$ cat src/rtl/temp_sample_controller.sv
// rtl/temp_sample_controller.sv - measurement sequencer: ADC sampling, averaging, calculator capture
module temp_sample_controller #(
  parameter int          PERIOD   = 1000,
  parameter int          AVG_LOG2 = 2,
  parameter int          TIMEOUT  = 64,
  parameter int          CALC_LAT = 1,
  parameter logic [31:0] BASE_RST = 32'h0000_0000,
  parameter logic [7:0]  REF_RST  = 8'h18
) (
  input  logic        clk,
  input  logic        rst,
  input  logic        enable,
  input  logic        start,
  input  logic        cfg_we,
  input  logic [31:0] cfg_base,
  input  logic [7:0]  cfg_ref,
  input  logic        err_clr,
  output logic        adc_start,
  input  logic        adc_done,
  input  logic [15:0] adc_data_in,
  output logic [31:0] calc_base,
  output logic [7:0]  calc_ref,
  output logic [15:0] calc_adc,
  input  logic [31:0] calc_tempc,
  output logic [31:0] temp_out,
  output logic        temp_valid,
  output logic        busy,
  output logic        err_timeout,
  output logic        err_overrun
);

  localparam int ACC_W = 16 + AVG_LOG2;
  localparam int PCW   = $clog2(PERIOD);
  localparam int TOW   = $clog2(TIMEOUT + 1);
  localparam int CLW   = $clog2(CALC_LAT + 1);
  localparam int CNTW  = AVG_LOG2 + 1;
  localparam logic [CNTW-1:0] NSAMP = CNTW'(1 << AVG_LOG2);

  typedef enum logic [1:0] {S_IDLE, S_CONV, S_CALC} state_t;

  state_t             state_q, state_d;
  logic [PCW-1:0]     tick_cnt_q, tick_cnt_d;
  logic [TOW-1:0]     to_cnt_q, to_cnt_d;
  logic [CLW-1:0]     calc_cnt_q, calc_cnt_d;
  logic [CNTW-1:0]    smp_cnt_q, smp_cnt_d;
  logic [ACC_W-1:0]   acc_q, acc_d, acc_new;
  logic               adc_start_q, adc_start_d;
  logic [15:0]        calc_adc_q, calc_adc_d;
  logic [31:0]        calc_base_q, calc_base_d, shadow_base_q, shadow_base_d;
  logic [7:0]         calc_ref_q, calc_ref_d, shadow_ref_q, shadow_ref_d;
  logic               pending_q, pending_d;
  logic [31:0]        temp_out_q, temp_out_d;
  logic               temp_valid_q, temp_valid_d;
  logic               err_to_q, err_to_d, err_ov_q, err_ov_d;
  logic               tick, to_set;

  assign tick       = enable && (tick_cnt_q == PCW'(PERIOD - 1));
  assign tick_cnt_d = (!enable || tick) ? '0 : tick_cnt_q + PCW'(1);
  assign acc_new    = acc_q + ACC_W'(adc_data_in);

  always_comb begin
    state_d       = state_q;
    to_cnt_d      = to_cnt_q;
    calc_cnt_d    = calc_cnt_q;
    smp_cnt_d     = smp_cnt_q;
    acc_d         = acc_q;
    adc_start_d   = 1'b0;
    calc_adc_d    = calc_adc_q;
    temp_out_d    = temp_out_q;
    temp_valid_d  = 1'b0;
    to_set        = 1'b0;
    calc_base_d   = calc_base_q;
    calc_ref_d    = calc_ref_q;
    shadow_base_d = shadow_base_q;
    shadow_ref_d  = shadow_ref_q;
    pending_d     = pending_q;

    case (state_q)
      S_IDLE: begin
        if (tick || start) begin
          acc_d       = '0;
          smp_cnt_d   = '0;
          to_cnt_d    = '0;
          adc_start_d = 1'b1;
          state_d     = S_CONV;
        end
      end
      S_CONV: begin
        // a done arriving on the expiry cycle still counts as a sample
        if (adc_done) begin
          acc_d     = acc_new;
          smp_cnt_d = smp_cnt_q + CNTW'(1);
          to_cnt_d  = '0;
          if (smp_cnt_q + CNTW'(1) == NSAMP) begin
            calc_adc_d = 16'(acc_new >> AVG_LOG2);
            calc_cnt_d = '0;
            state_d    = S_CALC;
          end else begin
            adc_start_d = 1'b1;
          end
        end else if (to_cnt_q == TOW'(TIMEOUT - 1)) begin
          to_set  = 1'b1;
          state_d = S_IDLE;
        end else begin
          to_cnt_d = to_cnt_q + TOW'(1);
        end
      end
      S_CALC: begin
        if (calc_cnt_q == CLW'(CALC_LAT)) begin
          temp_out_d   = calc_tempc;
          temp_valid_d = 1'b1;
          state_d      = S_IDLE;
        end else begin
          calc_cnt_d = calc_cnt_q + CLW'(1);
        end
      end
      default: state_d = S_IDLE;
    endcase

    // calculator config is frozen while busy; writes then wait in the shadow
    if (state_q == S_IDLE) begin
      if (pending_q) begin
        calc_base_d = shadow_base_q;
        calc_ref_d  = shadow_ref_q;
        pending_d   = 1'b0;
      end
      if (cfg_we) begin
        calc_base_d = cfg_base;
        calc_ref_d  = cfg_ref;
      end
    end else if (cfg_we) begin
      shadow_base_d = cfg_base;
      shadow_ref_d  = cfg_ref;
      pending_d     = 1'b1;
    end

    err_to_d = (err_to_q & ~err_clr) | to_set;
    err_ov_d = (err_ov_q & ~err_clr) | (tick && state_q != S_IDLE);
  end

  always_ff @(posedge clk or posedge rst) begin
    if (rst) begin
      state_q       <= S_IDLE;
      tick_cnt_q    <= '0;
      to_cnt_q      <= '0;
      calc_cnt_q    <= '0;
      smp_cnt_q     <= '0;
      acc_q         <= '0;
      adc_start_q   <= 1'b0;
      calc_adc_q    <= '0;
      calc_base_q   <= BASE_RST;
      calc_ref_q    <= REF_RST;
      shadow_base_q <= '0;
      shadow_ref_q  <= '0;
      pending_q     <= 1'b0;
      temp_out_q    <= '0;
      temp_valid_q  <= 1'b0;
      err_to_q      <= 1'b0;
      err_ov_q      <= 1'b0;
    end else begin
      state_q       <= state_d;
      tick_cnt_q    <= tick_cnt_d;
      to_cnt_q      <= to_cnt_d;
      calc_cnt_q    <= calc_cnt_d;
      smp_cnt_q     <= smp_cnt_d;
      acc_q         <= acc_d;
      adc_start_q   <= adc_start_d;
      calc_adc_q    <= calc_adc_d;
      calc_base_q   <= calc_base_d;
      calc_ref_q    <= calc_ref_d;
      shadow_base_q <= shadow_base_d;
      shadow_ref_q  <= shadow_ref_d;
      pending_q     <= pending_d;
      temp_out_q    <= temp_out_d;
      temp_valid_q  <= temp_valid_d;
      err_to_q      <= err_to_d;
      err_ov_q      <= err_ov_d;
    end
  end

  assign adc_start   = adc_start_q;
  assign calc_base   = calc_base_q;
  assign calc_ref    = calc_ref_q;
  assign calc_adc    = calc_adc_q;
  assign temp_out    = temp_out_q;
  assign temp_valid  = temp_valid_q;
  assign busy        = (state_q != S_IDLE);
  assign err_timeout = err_to_q;
  assign err_overrun = err_ov_q;

endmodule
$ cat config.mk
export PLATFORM = sky130hd
export DESIGN_NAME = temp_sample_controller
export DESIGN_NICKNAME = d
export VERILOG_FILES = /design/src/rtl/temp_sample_controller.sv
export SDC_FILE = /design/constraint.sdc
export NUM_CORES = 1
export LEC_CHECK = 0
export BUFFER_PORTS_ARGS = -buffer_cell sky130_fd_sc_hd__buf_4
export CAP_MARGIN = 0
export CORE_ASPECT_RATIO = 1.1
export CORE_MARGIN = 8
export CORE_UTILIZATION = 50
export DETAILED_ROUTE_END_ITERATION = 8
export PLACE_DENSITY = 0.75
export SKIP_CTS_REPAIR_TIMING = 1
export SYNTH_ARGS = -nofsm -noshare
export SYNTH_HDL_FRONTEND = slang
export SYNTH_SLANG_ARGS = --single-unit
export TNS_END_PERCENT = 20
$ cat constraint.sdc
create_clock -name clk -period 8 [get_ports clk]
set_clock_uncertainty 0.1 [all_clocks]
set_input_delay 1.6 -clock clk [delete_from_list [all_inputs] [get_ports clk]]
set_output_delay 1.6 -clock clk [all_outputs]
set_load 0.03 [all_outputs]
### Word-level counts from Yosys, hierarchy flattened

Cells that the tools add are included.

| operators by class | value |
|---|---|
| multiplexer cells | 36 |
| add/sub/neg operators | 5 |
| equal/unequal tests | 12 |
| bitwise logic cells | 6 |
| reduce and logical (&&, ||, !) cells | 19 |
| magnitude comparators | 0 |
| divide/modulo/power cells | 0 |
| shift operators | 0 |
| $mul | 0 |

Operators with widths:

| cell | count |
|---|---|
| $mux 32 | 2 |
| $mux 18 | 2 |
| $pmux 18 s2 | 1 |
| $mux 7 | 3 |
| $add 18x16->18 | 1 |
| $mux 8 | 2 |
| $pmux 7 s2 | 1 |
| $mux 1 | 13 |
| $reduce_and 3->1 | 4 |
| $add 10x1->10 const B | 1 |
| $eq 10x10->1 const B | 1 |
| $mux 10 | 1 |
| $mux 2 | 5 |
| $reduce_bool 2->1 | 5 |
| $ne 3x3->1 const B | 3 |
| $ne 2x2->1 const B | 4 |
| $add 7x1->7 const B | 1 |
| $eq 7x6->1 const B | 1 |
| $mux 3 | 2 |
| $pmux 2 s3 | 1 |
| $pmux 3 s2 | 1 |
| $reduce_and 2->1 | 3 |
| $pmux 1 s2 | 2 |
| $reduce_and 4->1 | 1 |
| 12 further kinds | 17 |

| word-level totals | value |
|---|---|
| memories | 0 |
| output and inout bits | 93 |
| register bits | 174 |
| input bits | 95 |
| memory bits (read-only) | 0 |
| word-level logic and storage cells | 95 |
| bits in latches | 0 |
| bits in writable memories | 0 |

### Depth between registers and ports, before layout

| depth | value |
|---|---|
| word-level depth | 5 |
| mapped depth | 9 |
| depth with buffers taken out | 8 |

### Least setup slack after synthesis

Ideal clock, no wire load.

| timing path | value |
|---|---|
| path kind | in2reg |
| start point | input port adc_data_in[0] |
| end point | register acc_q[14] |
| stages on the path | 8 |
| required time | 7774 ps |
| library setup time | 126 ps |
| arrival time | 3447 ps |
| buffers on the path | 0 |
| slack | 4327 ps |
| path through | ha_1 > fa_1 > a21o_2 > a31oi_4 > nor4b_2 > o311ai_1 > o31ai_2 > a221o_1 |

| on the way | value |
|---|---|
| word-level cells in the longest chain between the ends | 3 |

RTL lines:

| what | line | RTL |
|---|---|---|
| from (decl) | 20 | `input logic [15:0] adc_data_in,` |
| $add 18x16->18 | 59 | `assign acc_new = acc_q + ACC_W'(adc_data_in);` |
| $mux 18 | 90 | `if (adc_done) begin` |
| $pmux 18 s2 | 78 | `case (state_q)` |
| to (signal assigned) | 148 | `acc_q <= '0;` |
| to (signal assigned) | 166 | `acc_q <= acc_d;` |
| to (decl) | 46 | `logic [ACC_W-1:0] acc_q, acc_d, acc_new;` |

No other way between the ends. The select of a mux whose other input is x is not followed.
A chain may end at the register's enable or synchronous reset.

### Worst setup path after layout

Same ends and word-level chain as after synthesis.

==> summary.md <==
| Metric | Value |
|---|---|
| Nets@finish | 986 |
| Core area | 0.0157 mm2 |
| Via count | between 5000 and 6000 |
| Leak | about 4.8 nW |
| Met1 Use GR | between 20% and 30% |
| WP depth | 9 |
| Worst path max stage delay | approximately 0.43 ns |
| Most Crowded Layer GR | met2 |
| Post-synth top flop | dfrtp_1 |
| Synth-to-layout area growth | 27.1% |
| Filler Cell Count | between 1000 and 1500 |
| Number of global-route vias before repair | 6284 |
| Total track usage | 19.5% |
| Worst-skew pair later-pin latency | about 0.43 ns |
| Die width | 137 um |
| Pre-antenna DRT Iters | 4 |
| Cell with the most instances after synthesis | dfrtp_1 |
| Hold Crit Class | reg2reg |
| Top Family by Delay on Critical Path | compound AO/OA/AOI/OAI gates |
| Synth Area in Simple Gates | about a tenth |
| Hold Path Depth | 1 |
| Number of remaining DRC errors | 0 |
| Async SR Flop Fraction | 100% |
| Seq/Total Area, Yosys | roughly 54% |
| Worst vdd ir | between 200 and 250 uV |
| Req. time, crit path | 8.21 ns |
| Final hold vios | 0 |
| Max Clk Rate | approximately 290 MHz |
| Clock tree buffer depth | 2 |
| Initial DRC Count | between 200 and 300 |
| Min Hold Slack | ~0.37 ns |
| Total negative setup slack | 0 ns |
| Initial antenna violation count | 0 |
| Number of synthesized flops with an enable pin | 0 |
| Pwr per Cell Area | 399 mW/mm2 |
| Critical path type | in2reg |
| Post-DP HPWL | around 14 mm |
| R2R Setup Slk | between 5 and 6 ns |
| First-pass GRT wire length | about 31 mm |
| Fin crit share | roughly 44% |
| TritonCTS buffer count | 17 |
| Post-Synth Adder-Cell Area | 3.38% |
| XOR/XNOR share of the synthesized area | under 10% |
| TritonCTS clock tree | yes |
| Synth cell types | 67 |
| #FFs+latches synth | roughly 170 |
| Crit path arrival time | roughly 3.7 ns |
| Syn Std Cell Area | about 0.008 mm2 |
| Gr ovfl total | 0 |
| Startpoint types | input port |
| Clk pin slew, worst setup/hold paths | 0.07 ns |
| ANT cells | 0 |
| Share of post-route cells with drive strength above 1 | 36.0% |
| Post-Place Worst Slack | just over 4 ns |
| Mux contribution to synthesized area | between 10% and 20% |
| Compound-Gate Fraction of Synth Area | a little under an eighth |
| Worst slew pin tran | 0.989 ns |
| Largest net degree at the start of global routing | 103 |
| Antenna-violating nets left | 0 |
| Post-synth top area share | 53.8% |
| Sink Count | approximately 170 |
| PnR worst setup slack | between 4 and 5 ns |
| Io pins | approximately 190 |
| # Max-Cap Violations | 0 |
| Met3 Use GR | 6.71% |
| Clk root buf | clkbuf_16 |
| Max-slew violations | 0 |
| # port buffers | around 190 |
| Vias per cell | 5.53 |
| CP Max Fanout | 4 |
| Final WL | ~19 mm |
| Htree depth | 4 |
| Max_slew headroom | around a third |
| Crit-path slowest cell | fa_1 |
| Critical path capture point type | flop |
| Mapped Nets | around 810 |
| Crit path cell chain | buf_4 -> ha_1 -> fa_1 -> a21o_2 -> a31oi_4 -> nor4b_2 -> o311ai_1 -> o31ai_2 -> a221o_1 |
| Avg Inst Size Synth | around 12 um2 |
| Wire per inst | 18.0 um |
| Starting Density | about half |
| Biggest area consumer among synthesized cells | dfrtp_1 |
| Die area | between 0.02 and 0.025 mm2 |
| Min cycle time layout | about 3.5 ns |
| Row cnt | 48 |
| Cells after Synth | 691 |
| Critical path buffer and inverter count | 1 |
| Die H | ~150 um |
| Synth Warn # | 0 |
| Synth cell count leaders | dfrtp_1 (172), mux2_2 (75), nor2_1 (68), a21oi_1 (58), nand2_1 (45) |
| FF-to-FF path depth | 8 |
| Largest family of logic cells by synthesized area | multiplexers |
| Top cells by area, synth | dfrtp_1 (54%), mux2_2 (11%), mux2i_1 (5.3%), a21oi_1 (3.6%), nor2_1 (3.2%) |
| RSZ-0062 raised after global routing | false |
| Met2 Track Usage GR | between 30% and 40% |
| Finish-stage setup viols | 0 |
| Status | completed |
| GPL Wtd Cong | about 0.88 |
[kinds of logic (layout without fill, tap and decap cells)]
group / count (synthesis) / count (layout)
AOI/OAI and AO/OA: 141 / 141
xor gates and xnor gates: 20 / 20
adders and majority gates: 21 / 21
buffers and inverters: 44 / 236
DFF: 174 / 174
muxes: 119 / 119
and+or+nand+nor: 172 / 172
[layer usage]
layer	routed length [um]	vias to the layer above
met5	0	-
li1	-	2801
met1	7450	2971
met3	1390	39
met2	10100	177
met4	516	0
[power by group]
group / internal, mW / switching (mW)
Clock: 0.477 / 0.383
Combinational: 0.728 / 1.07
Sequential: 1.21 / 0.192
[flip-flops by register name, indices dropped and copies added, names as in the netlist]
signal         count
acc_q             18
tick_cnt_q        10
to_cnt_q           7
err_overrun        1
state_q            2
calc_ref           8
pending_q          1
temp_valid         1
calc_base         32
temp_out          32
err_timeout        1
smp_cnt_q          3
calc_cnt_q         1
adc_start          1
shadow_ref_q       8
calc_adc          16
shadow_base_q     32
[worst paths after layout]
check,from,to
min reg2reg,tick_cnt_q[0]$_DFF_PP0_,tick_cnt_q[0]$_DFF_PP0_
max,adc_data_in[0],acc_q[14]$_DFFE_PP0P_
max in group asynchronous,rst,tick_cnt_q[4]$_DFF_PP0_
min,tick_cnt_q[0]$_DFF_PP0_,tick_cnt_q[0]$_DFF_PP0_
min in group asynchronous,rst,calc_base[14]$_DFFE_PP0P_
max reg2reg,acc_q[0]$_DFFE_PP0P_,acc_q[14]$_DFFE_PP0P_
[worst reg2reg max path, stage by stage, from the launching register on]
cell and delay [ns]:
dfrtp_1 0.39, ha_1 0.21, fa_1 0.43, a21o_2 0.27
a31oi_4 0.23, nor4b_2 0.09, o311ai_1 0.32, o31ai_2 0.13
a221o_1 0.30
[through the flow]
stage	utilization, %	instance area, um2	power [mW]	std cells
floorplan	-	8000	2.62	691
global placement	61.0	9560	3.15	1051
detailed placement	61.0	9560	3.22	1051
CTS	64.9	10200	4.10	1083
global route	64.9	10200	4.29	1083
finish	64.9	10200	4.06	1083
[area by class of cell]
cell class                 count  area, um2  share of cell area [%]
multi-input combinational    473       3460                    34.1
clock inverter                15        193                    1.89
inverter                      14       57.6                   0.566
clock buffer                  17        425                    4.18
sequential                   174       4360                    42.8
tap                          200        250                    2.46
timing repair buffer         190       1430                    14.0
[cells in the final DEF (no fill, tap or decap), types with 5 or more instances in the layout]
master,instances
o21ai_1,5
o31ai_1,5
mux2_2,75
a22o_1,7
buf_4,190
nor2_1,67
dfrtp_1,172
nand2_1,44
o21ai_0,17
o211ai_1,5
or3_1,5
a21o_1,9
a21oi_1,58
clkbuf_16,17
and2_1,9
inv_6,7
inv_1,13
nand3_1,14
ha_1,20
mux2i_1,42
xnor2_1,16
and3_1,8
(Power assumes the default switching activity.)
